==> config.mk <==
export PLATFORM = sky130hd
export DESIGN_NAME = mmio_gpio
export DESIGN_NICKNAME = d
export VERILOG_FILES = /design/src/rtl/mmio_gpio_pkg.sv /design/src/rtl/mmio_gpio_sync.sv /design/src/rtl/mmio_gpio.sv
export SDC_FILE = /design/constraint.sdc
export NUM_CORES = 1
export LEC_CHECK = 0
export ABC_AREA = 0
export CORE_MARGIN = 8
export CORE_UTILIZATION = 42
export DETAILED_ROUTE_END_ITERATION = 8
export GPL_TIMING_DRIVEN = 0
export PLACE_DENSITY = 0.86
export SYNTH_ARGS = -nofsm -noshare
export SYNTH_HDL_FRONTEND = slang
export SYNTH_SLANG_ARGS = --single-unit
==> constraint.sdc <==
create_clock -name clk -period 2.1 [get_ports clk]
set_input_delay 0.42 -clock clk [delete_from_list [all_inputs] [get_ports clk]]
set_output_delay 0.42 -clock clk [all_outputs]
set_load 0.02 [all_outputs]
==> src/rtl/mmio_gpio_pkg.sv <==
// mmio_gpio_pkg: register byte offsets within the GPIO window and the byte-lane write mask shared with the soc decoder
package mmio_gpio_pkg;
  localparam logic [5:0] GPIO_OUT   = 6'h00;
  localparam logic [5:0] GPIO_SET   = 6'h04;
  localparam logic [5:0] GPIO_CLR   = 6'h08;
  localparam logic [5:0] GPIO_TGL   = 6'h0C;
  localparam logic [5:0] GPIO_DIR   = 6'h10;
  localparam logic [5:0] GPIO_IN    = 6'h14;
  localparam logic [5:0] GPIO_RISE  = 6'h18;
  localparam logic [5:0] GPIO_FALL  = 6'h1C;
  localparam logic [5:0] GPIO_PEND  = 6'h20;
  localparam logic [5:0] GPIO_IRQEN = 6'h24;
  function automatic logic [31:0] lane_mask(input logic [3:0] wen);
    return {{8{wen[3]}}, {8{wen[2]}}, {8{wen[1]}}, {8{wen[0]}}};
  endfunction
endpackage

==> src/rtl/mmio_gpio_sync.sv <==
// sync_chain: STAGES-deep flop chain per bit taking async d (WIDTH) to q on clk, async active-low rst_n clears every stage
module sync_chain #(
  parameter int WIDTH  = 4,
  parameter int STAGES = 2
) (
  input  logic             clk,
  input  logic             rst_n,
  input  logic [WIDTH-1:0] d,
  output logic [WIDTH-1:0] q
);
  logic [WIDTH-1:0] r [STAGES];
  always_ff @(posedge clk or negedge rst_n)
    if (!rst_n) for (int i = 0; i < STAGES; i++) r[i] <= '0;
    else begin
      r[0] <= d;
      for (int i = 1; i < STAGES; i++) r[i] <= r[i-1];
    end
  assign q = r[STAGES-1];
endmodule

==> src/rtl/mmio_gpio.sv <==
// mmio_gpio: memory-mapped GPIO (clk, rst_n, bus sel/addr/wen/wdata/rdata, pads gpio_in/gpio_out/gpio_oe, level irq) with set/clr/tgl, synchronised inputs and rw1c edge capture
module mmio_gpio
  import mmio_gpio_pkg::*;
#(
  parameter int               WIDTH       = 4,
  parameter int               SYNC_STAGES = 2,
  parameter logic [WIDTH-1:0] OUT_RESET   = '0,
  parameter logic [WIDTH-1:0] DIR_RESET   = '1
) (
  input  logic             clk,
  input  logic             rst_n,
  input  logic             sel,
  input  logic [5:0]       addr,
  input  logic [3:0]       wen,
  input  logic [31:0]      wdata,
  output logic [31:0]      rdata,
  input  logic [WIDTH-1:0] gpio_in,
  output logic [WIDTH-1:0] gpio_out,
  output logic [WIDTH-1:0] gpio_oe,
  output logic             irq
);
  logic [WIDTH-1:0] out_r, dir_r, rise_en, fall_en, pend, irq_en, sync_in, prev, ev, mw, bm, clr, rd;
  logic [31:0] m;
  logic [5:0] a;
  logic we, unused_ok;
  sync_chain #(.WIDTH(WIDTH), .STAGES(SYNC_STAGES)) u_sync (.clk(clk), .rst_n(rst_n), .d(gpio_in), .q(sync_in));
  assign a = {addr[5:2], 2'b00};
  assign we = sel && |wen;
  assign m = lane_mask(wen);
  assign mw = m[WIDTH-1:0];
  assign bm = wdata[WIDTH-1:0] & mw;
  assign clr = (we && a == GPIO_PEND) ? bm : '0;
  assign ev = (sync_in & ~prev & rise_en) | (~sync_in & prev & fall_en);
  assign unused_ok = ^{addr[1:0], wdata, m};
  always_ff @(posedge clk or negedge rst_n)
    if (!rst_n) begin
      out_r <= OUT_RESET;
      dir_r <= DIR_RESET;
      rise_en <= '0;
      fall_en <= '0;
      irq_en <= '0;
      pend <= '0;
      prev <= '0;
    end else begin
      prev <= sync_in;
      pend <= (pend & ~clr) | ev;
      if (we)
        case (a)
          GPIO_OUT:   out_r <= (out_r & ~mw) | bm;
          GPIO_SET:   out_r <= out_r | bm;
          GPIO_CLR:   out_r <= out_r & ~bm;
          GPIO_TGL:   out_r <= out_r ^ bm;
          GPIO_DIR:   dir_r <= (dir_r & ~mw) | bm;
          GPIO_RISE:  rise_en <= (rise_en & ~mw) | bm;
          GPIO_FALL:  fall_en <= (fall_en & ~mw) | bm;
          GPIO_IRQEN: irq_en <= (irq_en & ~mw) | bm;
          default: ;
        endcase
    end
  always_comb begin
    rd = '0;
    case (a)
      GPIO_OUT:   rd = out_r;
      GPIO_DIR:   rd = dir_r;
      GPIO_IN:    rd = sync_in;
      GPIO_RISE:  rd = rise_en;
      GPIO_FALL:  rd = fall_en;
      GPIO_PEND:  rd = pend;
      GPIO_IRQEN: rd = irq_en;
      default:    rd = '0;
    endcase
  end
  assign rdata = sel ? 32'(rd) : '0;
  assign gpio_out = out_r;
  assign gpio_oe = dir_r;
  assign irq = |(pend & irq_en);
endmodule

; ---- Word-level counts from Yosys, hierarchy flattened
; Cells that the tools add are included.
[classes]
eq_ne = 9
n_reduce_logical = 11
mux = 4
bitwise_logic = 27
[op_table]
columns = operator, n
row1 = AND 4 bit, 13
row2 = bitwise OR 4 bit, 8
row3 = one-hot mux 4 bit (7 select lines), 1
row4 = inverter 4 bit, 5
row5 = "== test 4 x 3 -> 1 bit, second input constant", 4
row6 = one-hot mux 4 bit (4 select lines), 1
row7 = AND reduction 2 bit, 5
row8 = "== test 4 x 2 -> 1 bit, second input constant", 2
row9 = "== test 4 bit, second input constant", 2
row10 = 2-to-1 mux 4 bit, 2
row11 = OR reduction 4 bit, 2
row12 = zero test 6 bit, 1
row13 = "== test 4 x 1 -> 1 bit, second input constant", 1
row14 = nonzero test 4 bit, 1
row15 = XOR 4 bit, 1
row16 = logical AND 1 bit, 2
[totals]
elab_cells = 60
output_inout_bits = 41
register_bits = 36

; ---- Logic depth before layout (Yosys ltp)
; Gate-level depths: netlist (run 1).
[logic_depth]
depth_word = 7
mapped_depth = 7
mapped_depth_nobuf = 6

; ---- Modules after synthesis
; A second synthesis (run 1) with hierarchy kept.
[unflattened]
cells_unflattened = 189
area_unflattened_um2 = 2089.5
[by_module_without_submodules]
columns = module, cells_each, instances, area_each_um2
row1 = mmio_gpio, 177, 1, 1859.3
row2 = sync_chain, 12, 1, 230.2

; ---- Worst setup path after synthesis (run 1)
; Ideal clock, no wire load.
[synth_timing]
path_type = input -> output
from = input port addr[4]
to = output port rdata[0]
stages = 5
path_slack_ns = 0.187
arrival_ns = 1.493
required_time_ns = 1.680
path_cell_list = buf_2 -> nor3b_2 -> a221oi_1 -> a31o_1 -> a21oi_1
[synth_via]
elab_chain_cells = 3
elab_cells_between_ends = 9
classes_between = 6 x eq/ne / 2 x mux / 1 x reduce/logical
[synth_lines]
columns = element, line
row1 = from (decl), mmio_gpio.sv:13  ; input logic [5:0] addr,
row2 = == test 4 bit (tied with other cells), mmio_gpio.sv:62  ; case (a)
row3 = one-hot mux 4 bit (7 select lines) *, mmio_gpio.sv:62
row4 = 2-to-1 mux 4 bit *, mmio_gpio.sv:73  ; assign rdata = sel ? 32'(rd) : '0;
row5 = to (decl), mmio_gpio.sv:16  ; output logic [31:0] rdata,
; Mark *: on every way between the ends. The rest lies on a longest branch, timed or not.

==> flow_metrics.py, run 1 <==
metrics = {
    "final_layout": {
        "final_cells": 326,
        "layout-drive-gt1-share_pct": 42.9,
        "area_delta_synth_final_pct": 35.9,
        "antenna_cells": 0,
        "num-nets-final": 311,
        "nFillCells": 417,
    },
    "outcome": {
        "violations": "setup timing",
        "status": "finished, violations left",
    },
    "yosys": {
        "ys_async_sr_fraction_pct": 100,
        "yosys_warnings": 0,
        "synth_edf_count": 0,
        "yosysTopAreaCell": "dfrtp_1",
        "ys_top_cells_by_area": "dfrtp_1 (39%), buf_4 (11%), mux2_2 (11%)",
        "synth_cell_type_count": 43,
        "netlist_instances": 182,
        "netlist_area_sq_um": 2080,
        "yosysSeqAreaShare_pct": 43.6,
        "ys.flop_type": "dfrtp_1",
        "syn_avg_cell_area_sq_um": 11.4,
        "synth.top_cell.area_share_pct": 38.6,
        "synth-seq-cells": 36,
    },
    "setup_path": {
        "worstSetupPathType": "flip-flop to output pin",
        "arrival_ps": 1680,
        "worstPathCellList": "mux2_4, a22oi_2, or3_4, a21oi_2, buf_6",
        "crit_required_ps": 1680,
        "critPathBufInv": 1,
        "max_stage_delay_ps": 550,
        "end_kind": "output pin",
        "slowest_stage": "dfstp_2",
        "cp_top_family": "flip-flops",
        "critPathMaxFanout": 3,
        "critPathLaunchType": "flip-flop",
    },
    "placement": {
        "place_ws_ps": -928,
        "port_buffers": 30,
        "dp_cells": 306,
        "dp_hpwl_mm": 3.70,
        "gp_congestion": 0.903,
    },
    "timing": {
        "hold_viol": 0,
        "drv_slew": 0,
        "fmaxAchievable_mhz": 475,
        "max-slew-margin-rel_pct": 48.2,
        "fin_ws_ps": -4.79,
        "finalCritPeriodShare_pct": 100,
        "skew_ps": 4.94,
        "period_needed_ps": 2100,
        "setup_viol": 1,
        "setup_tns_ps": -4.79,
        "worst_pin_slew_ps": 777,
        "hold_ws_ps": 203,
        "rsz0062_at_grt": "yes",
    },
    "clock_network": {
        "cts_tree": "yes",
        "postCtsHoldBufs": 0,
        "h-tree-depth": 2,
        "clkLatencyLatePin_ps": 290,
        "cts-root-buf": "clkbuf_8",
        "clkSinkCount": 36,
        "clk_pin_slew_ps": 80,
        "clock_path_buffers": 2,
        "cts_buffers": 5,
    },
    "global_route": {
        "grt_max_degree": 37,
        "antenna_found_initial": 0,
        "grt_pass1_wl_mm": 8.39,
        "grt_pass1_vias": 1640,
        "track_usage_pct": 14.3,
        "gr-total-overflow": 0,
    },
    "routing": {
        "drcViolationCount": 0,
        "drtAntennaViolNets": 0,
        "first_pass_iters": 4,
        "drt_wl_total_mm": 5.35,
        "drtIter0Drc": 140,
        "avgRoutedWirePerCell_microns": 16.4,
        "vias": 1660,
        "viasPerCell": 5.09,
    },
    "die": {
        "fp.dieH_microns": 86.3,
        "die_area_sq_um": 7450,
        "row_count": 25,
        "initial_core_util_pct": 43.7,
        "core_sq_um": 4750,
        "ios": 90,
        "die_x_microns": 86.3,
    },
    "pwr": {
        "power_mw": 2.01,
        "ir_drop_mv": 0.413,
        "powerDensity_nw_per_um2": 712,
        "p_leak_nw": 1.26,
    },
    "hold_path": {
        "hold_class": "input pin to asynchronous set/reset pin",
    },
    "run": {
        "cap_violations": 0,
    },
}
-- final cells by class --
cell class | count | area (sq um) | area share [%]
Timing Repair Buffer | 42 | 368 | 13.0
Clock inverter | 2 | 15.0 | 0.532
Inverter | 1 | 3.75 | 0.133
Clock buffer | 6 | 82.6 | 2.93
Buffer | 36 | 293 | 10.4
Tap cell | 67 | 83.8 | 2.97
Multi-Input combinational cell | 136 | 1070 | 37.9
Sequential cell | 36 | 906 | 32.1
-- synthesized netlist by cell type (2+ instances only) --
cell type / n
a221oi_1: 4
a22oi_1: 4
o41ai_1: 3
buf_2: 3
or3_1: 2
a31o_1: 2
o21ai_0: 6
o211ai_1: 4
a22o_1: 4
nor3b_2: 2
nand3b_1: 4
ha_1: 4
dfstp_2: 4
a32oi_1: 3
nand2_1: 16
dfrtp_1: 32
nand3_1: 2
buf_6: 2
buf_4: 30
mux2_2: 20
o22ai_1: 2
nor2b_1: 2
mux2i_1: 4
a21oi_1: 2
nor2_1: 3
-- where the power goes --
part,total [mW],switching [mW],leakage (nW),internal (mW)
Sequential,0.894,0.0909,0.423,0.803
Combinational,0.589,0.284,0.794,0.305
Clock,0.524,0.259,0.0434,0.265
-- stage by stage --
| stage | cell area (sq um) | util, % |
|---|---|---|
| after floorplan | 2180 | - |
| after global placement | 2560 | 53.9 |
| after detailed placement | 2560 | 53.8 |
| after CTS | 2750 | 57.8 |
| after global routing | 2820 | 59.3 |
| final | 2820 | 59.3 |
-- path summary, 6_finish.rpt --
path                             start           to  slack [ps]  cells past startpoint
max                          flip-flop     rdata[3]          -5                      5
min                              rst_n      pend[3]         200                      1
max reg2reg                gpio_out[3]  gpio_out[3]         800                      5
min reg2reg                u_sync.r[6]  u_sync.q[2]         350                      0
max in group asynchronous        rst_n      prev[0]        1410                      1
min in group clk           u_sync.r[6]  u_sync.q[2]         350                      0
-- placed cells by master, fill, tap and decap left out, types with 2 or more instances in the layout --
cell | synthesis | routed
buf_4 | 30 | 43
a31o_1 | 2 | 2
a32oi_1 | 3 | 3
clkdlybuf4s50_1 | 0 | 22
mux2_2 | 20 | 18
dfstp_2 | 4 | 4
or3b_4 | 1 | 2
nor2_1 | 3 | 3
o211ai_1 | 4 | 4
a221oi_2 | 0 | 2
a22o_1 | 4 | 4
nand3b_1 | 4 | 4
nand2_1 | 16 | 16
mux2_4 | 0 | 2
o21ai_0 | 6 | 5
clkbuf_8 | 0 | 6
ha_1 | 4 | 4
nand3_1 | 2 | 2
o41ai_1 | 3 | 3
dfrtp_1 | 32 | 32
a21oi_2 | 0 | 2
a221oi_1 | 4 | 2
a22oi_1 | 4 | 3
o21ai_2 | 1 | 2
mux2i_1 | 4 | 3
conb_1 | 1 | 28
clkinvlp_4 | 0 | 2
buf_6 | 2 | 6
clkbuf_2 | 0 | 2
nor2b_1 | 2 | 2
buf_2 | 3 | 4
-- routing by layer --
| layer | share of wire, % | up-vias | wire length (microns) | track usage (%) |
|---|---|---|---|---|
| met4 | 1.9 | 0 | 104 | 6.57 |
| met1 | 41 | 780 | 2180 | 17.3 |
| met2 | 47 | 95 | 2510 | 22.0 |
| met3 | 10 | 14 | 550 | 5.58 |
| met5 | 0 | - | 0 | 0 |
| li1 | - | 771 | - | - |
-- worst register-to-register path, delay by kind of cell, from the launching register on --
kind / cells / cell delay, ps
flops: 1 / 440
fa+ha+maj: 1 / 300
compound gates: 3 / 410
simple gates: 1 / 50
-- repair_timing --
action                                  in CTS  in global routing
setup buffers                                9                  3
pin swaps                                    6                  6
endpoints found under the setup margin       4                  4
resized for setup                           38                 19
-- logic make-up after synthesis --
group,after synthesis,share of synthesized area [%]
AND/OR/NAND/NOR,42,12.9
AO/OA/AOI/OAI,38,15.1
buffers and inverters,37,13.0
flip-flops,36,43.6
multiplexers,24,12.8
adder cells (fa/ha/maj),4,2.41
other,1,0.181
(Power assumes the default switching activity.)
==> inputs of run 2 (changes only) <==
--- a/config.mk
+++ b/config.mk
@@ -7,10 +7,11 @@
 export LEC_CHECK = 0
 export ABC_AREA = 0
 export CORE_MARGIN = 8
-export CORE_UTILIZATION = 42
+export CORE_UTILIZATION = 44
+export CTS_BUF_LIST = sky130_fd_sc_hd__clkbuf_8
 export DETAILED_ROUTE_END_ITERATION = 8
 export GPL_TIMING_DRIVEN = 0
-export PLACE_DENSITY = 0.86
+export PLACE_DENSITY = 0.89
 export SYNTH_ARGS = -nofsm -noshare
 export SYNTH_HDL_FRONTEND = slang
 export SYNTH_SLANG_ARGS = --single-unit
==> flow_metrics.py, run 2 (synthesized netlist as in run 1, its figures left out) <==
metrics = {
    "final_layout": {
        "finish.utilization_pct": 60.1,
        "final_cells": 309,
        "final_common_cell": "buf_4",
        "layout-drive-gt1-share_pct": 41.6,
        "final_cell_mix": "buf_4 (39), dfrtp_1 (32), conb_1 (28)",
        "num-nets-final": 307,
        "antenna_cells": 0,
        "area_delta_synth_final_pct": 34.1,
    },
    "setup_path": {
        "end_kind": "output pin",
        "critPathMaxFanout": 6,
        "worstSetupPathType": "input pin to output pin",
        "arrival_ps": 1720,
        "critPathLaunchType": "input pin",
        "crit_required_ps": 1680,
    },
    "routing": {
        "drt_wl_total_mm": 5.28,
        "vias": 1633,
        "drtIter0Drc": 163,
        "drcViolationCount": 0,
        "drtAntennaViolNets": 0,
        "first_pass_iters": 4,
        "viasPerCell": 5.28,
        "avgRoutedWirePerCell_microns": 17.1,
    },
    "die": {
        "die_x_microns": 84.7,
        "initial_core_util_pct": 44.8,
        "row_count": 25,
        "ios": 90,
        "fp.dieH_microns": 84.7,
        "die_area_sq_um": 7170,
        "core_sq_um": 4630,
    },
    "timing": {
        "setup_tns_ps": -65.7,
        "worst_pin_slew_ps": 789,
        "rsz0062_at_grt": "yes",
        "hold_viol": 0,
        "finalCritPeriodShare_pct": 102,
        "setup_viol": 3,
        "fmaxAchievable_mhz": 468,
        "skew_ps": 4.42,
        "fin_ws_ps": -35.5,
        "max-slew-margin-rel_pct": 47.4,
        "period_needed_ps": 2140,
        "drv_slew": 0,
        "hold_ws_ps": 214,
    },
    "clock_network": {
        "h-tree-depth": 2,
        "clk_pin_slew_ps": 70,
        "clkLatencyLatePin_ps": 280,
        "clkSinkCount": 36,
        "clock_path_buffers": 2,
        "cts_buffers": 5,
        "cts-root-buf": "clkbuf_8",
        "cts_tree": "yes",
    },
    "global_route": {
        "grt_pass1_vias": 1643,
        "grt_max_degree": 37,
        "gr-total-overflow": 0,
        "track_usage_pct": 14.7,
        "antenna_found_initial": 0,
        "grt_pass1_wl_mm": 8.31,
    },
    "placement": {
        "gp_congestion": 0.902,
        "dp_cells": 293,
        "place_ws_ps": -924,
        "port_buffers": 30,
        "dp_hpwl_mm": 3.75,
    },
    "pwr": {
        "powerDensity_nw_per_um2": 765,
        "p_leak_nw": 1.26,
        "ir_drop_mv": 0.567,
    },
    "hold_path": {
        "hold_class": "input pin to asynchronous set/reset pin",
    },
    "outcome": {
        "status": "finished, violations left",
        "violations": "setup timing",
    },
    "run": {
        "cap_violations": 0,
    },
}
[run 2: path summary, 6_finish.rpt]
check | start | end | slack (ps) | cells after the start
worst min register to register | u_sync.r[5] | u_sync.q[1] | 350 | 0
worst max register to register | gpio_out[3] | gpio_out[3] | 750 | 5
max in group asynchronous | rst_n | u_sync.r[4] | 1390 | 1
worst min-delay path | rst_n | u_sync.r[7] | 210 | 1
min in group clk | u_sync.r[5] | u_sync.q[1] | 350 | 0
worst max-delay path | addr[3] | rdata[2] | -40 | 7
[run 2: worst max-delay path, stage by stage]
cell	delay, ps
buf_2	130
buf_6	130
buf_4	130
nor4_1	430
a221oi_1	150
nor2_1	160
buf_4	160
[run 2: per-stage QoR]
step | power (mW) | instance area [sq um]
floorplan | 1.22 | 2180
global placement | 1.42 | 2540
detailed placement | 1.44 | 2540
CTS | 2.12 | 2750
global route | 2.23 | 2780
finish | 2.13 | 2780
[run 2: cell type report]
class | count | area, sq um
inverters | 1 | 3.75
well taps | 54 | 67.6
plain buffers | 36 | 284
clock buffers | 7 | 96.3
multi-input cells | 136 | 1060
flip-flops and latches | 36 | 906
clock inverters | 1 | 30.0
fillers | 397 | 1850
repair buffers | 38 | 332
[run 2: repair_timing]
action                                  4_1_cts  5_1_grt
endpoints found under the setup margin        4        4
pin swaps                                     9        4
setup buffers                                 7        1
gates resized for setup                      45        9
hold buffers                                  0        0
hold endpoints to repair                      0        0
[run 2: layer usage]
layer	track usage, %	routed length, microns	part of all wire [%]
met4	5.02	67	1.3
met1	17.0	2020	38
met2	23.4	2560	49
met5	0	0	0
met3	6.83	631	12
[run 2: power breakdown]
| part | leakage, nW | switching (mW) | internal, mW | total (mW) |
|---|---|---|---|---|
| combinational | 0.772 | 0.283 | 0.293 | 0.576 |
| sequential | 0.423 | 0.0930 | 0.803 | 0.897 |
| clock | 0.0645 | 0.238 | 0.419 | 0.657 |
==> inputs of run 3 (changes only) <==
--- a/config.mk
+++ b/config.mk
@@ -6,12 +6,14 @@
 export NUM_CORES = 1
 export LEC_CHECK = 0
 export ABC_AREA = 0
+export CORE_ASPECT_RATIO = 0.5
 export CORE_MARGIN = 8
 export CORE_UTILIZATION = 44
 export CTS_BUF_LIST = sky130_fd_sc_hd__clkbuf_8
 export DETAILED_ROUTE_END_ITERATION = 8
 export GPL_TIMING_DRIVEN = 0
 export PLACE_DENSITY = 0.89
+export SETUP_SLACK_MARGIN = 0.1
 export SYNTH_ARGS = -nofsm -noshare
 export SYNTH_HDL_FRONTEND = slang
 export SYNTH_SLANG_ARGS = --single-unit
==> flow_metrics.py, run 3 (synthesized netlist as in run 1, its figures left out) <==
metrics = {
    "global_route": {
        "track_usage_pct": 16.1,
        "antenna_found_initial": 0,
        "gr-total-overflow": 0,
        "grt_max_degree": 37,
        "grt_pass1_vias": 1806,
        "grt_pass1_wl_mm": 9.24,
    },
    "setup_path": {
        "arrival_ps": 1750,
        "critPathBufInv": 3,
        "cp_top_family": "buffers and inverters",
        "r2r-end": "gpio_out[1]",
        "end_kind": "output pin",
        "r2r_slack_ps": 770,
        "max_stage_delay_ps": 330,
        "worstPathCellList": "buf_2, buf_6, nor3b_4, nand2_1, a31o_1, a21oi_1, buf_4",
        "reg2reg_depth": 4,
        "r2r_start": "gpio_out[1]",
        "worstSetupPathType": "input pin to output pin",
        "crit_required_ps": 1680,
        "slowest_stage": "nor3b_4",
        "critPathLaunchType": "input pin",
        "critPathMaxFanout": 6,
    },
    "pwr": {
        "swShare_pct": 31.4,
        "p_leak_nw": 1.36,
        "net-switching-power_mw": 0.675,
        "p_seq_share_pct": 42.2,
        "combPwrFrac_pct": 29.6,
        "powerDensity_nw_per_um2": 729,
        "p_int_mw": 1.47,
        "power_mw": 2.15,
        "pwr-share-clk_pct": 28.2,
        "ir_drop_mv": 0.383,
    },
    "routing": {
        "drtIter0Drc": 235,
        "first_pass_iters": 5,
        "viasPerCell": 5.70,
        "drtAntennaViolNets": 0,
        "drt_wl_total_mm": 6.41,
        "vias": 1851,
        "drcViolationCount": 0,
        "avgRoutedWirePerCell_microns": 19.7,
    },
    "placement": {
        "port_buffers": 30,
        "gp_congestion": 0.948,
        "place_ws_ps": -872,
        "dp_hpwl_mm": 3.80,
        "dp_cells": 296,
    },
    "die": {
        "ios": 90,
        "core_sq_um": 4470,
        "die_area_sq_um": 7300,
        "fp.dieH_microns": 64.6,
        "die_x_microns": 113,
        "row_count": 17,
        "initial_core_util_pct": 46.5,
    },
    "timing": {
        "max-slew-margin-rel_pct": 48.3,
        "drv_slew": 0,
        "fin_ws_ps": -66.3,
        "setup_tns_ps": -123,
        "rsz0062_at_grt": "yes",
        "finalCritPeriodShare_pct": 103,
        "period_needed_ps": 2170,
        "worst_pin_slew_ps": 775,
        "setup_viol": 2,
        "hold_viol": 0,
        "fmaxAchievable_mhz": 462,
        "skew_ps": 13.3,
    },
    "clock_network": {
        "cts-root-buf": "clkbuf_8",
        "clkSinkCount": 36,
        "clock_path_buffers": 2,
        "cts_tree": "yes",
        "h-tree-depth": 2,
        "clk_pin_slew_ps": 80,
        "cts_buffers": 5,
        "clkLatencyLatePin_ps": 310,
    },
    "run": {
        "cap_violations": 0,
    },
    "outcome": {
        "violations": "setup timing",
        "status": "finished, violations left",
    },
    "final_layout": {
        "area_delta_synth_final_pct": 42.0,
        "final_cells": 325,
        "antenna_cells": 0,
        "layout-drive-gt1-share_pct": 45.5,
        "num-nets-final": 320,
        "final_cell_mix": "buf_4 (50), dfrtp_1 (32), conb_1 (28)",
        "final_common_cell": "buf_4",
    },
    "hold_path": {
        "hold_class": "input pin to asynchronous set/reset pin",
    },
}
[run 3: layout make-up]
| type | count | area, sq um |
|---|---|---|
| repair buffers | 51 | 454 |
| multi-input cells | 136 | 1100 |
| well taps | 57 | 71.3 |
| inverters | 1 | 3.75 |
| fillers | 305 | 1520 |
| clock buffers | 5 | 68.8 |
| flip-flops and latches | 36 | 906 |
| clock inverters | 3 | 38.8 |
| plain buffers | 36 | 300 |
[run 3: metal layers]
layer,track usage (%),wire (microns)
met3,7.29,796
met2,25.7,2870
met4,10.0,365
met5,0,0
met1,17.5,2380
[run 3: worst max path at each step]
| stage | from | endpoint | cells after the start |
|---|---|---|---|
| 2_1_floorplan | addr[4] | rdata[0] | 5 |
| 3_3_place_gp | addr[3] | rdata[3] | 7 |
| 3_5_place_dp | addr[4] | rdata[3] | 7 |
| 4_1_cts | flip-flop | rdata[3] | 5 |
| 5_1_grt | flip-flop | rdata[3] | 5 |
| 6_report | addr[4] | rdata[0] | 7 |
[run 3: power by group through the flow]
stage,registers [mW],clock network (mW),logic [mW]
floorplan,0.919,0,0.305
global placement,0.894,0,0.521
detailed placement,0.902,0,0.532
CTS,0.893,0.599,0.588
global route,0.915,0.642,0.675
finish,0.906,0.607,0.636
[run 3: repair_timing]
action | in CTS | in global routing
endpoints found under the setup margin | 8 | 6
gates resized for setup | 58 | 14
pin swaps | 9 | 8
buffers inserted | 12 | 8
hold buffers | 0 | 0
gates cloned | 1 | 0
[run 3: stage by stage]
stage	cell area, sq um	utilization, %	hold slack (ps)
floorplan	2180	-	124
global placement	2550	57.1	333
detailed placement	2540	56.9	336
CTS	2830	63.4	222
global route	2950	66.0	255
finish	2950	66.0	186
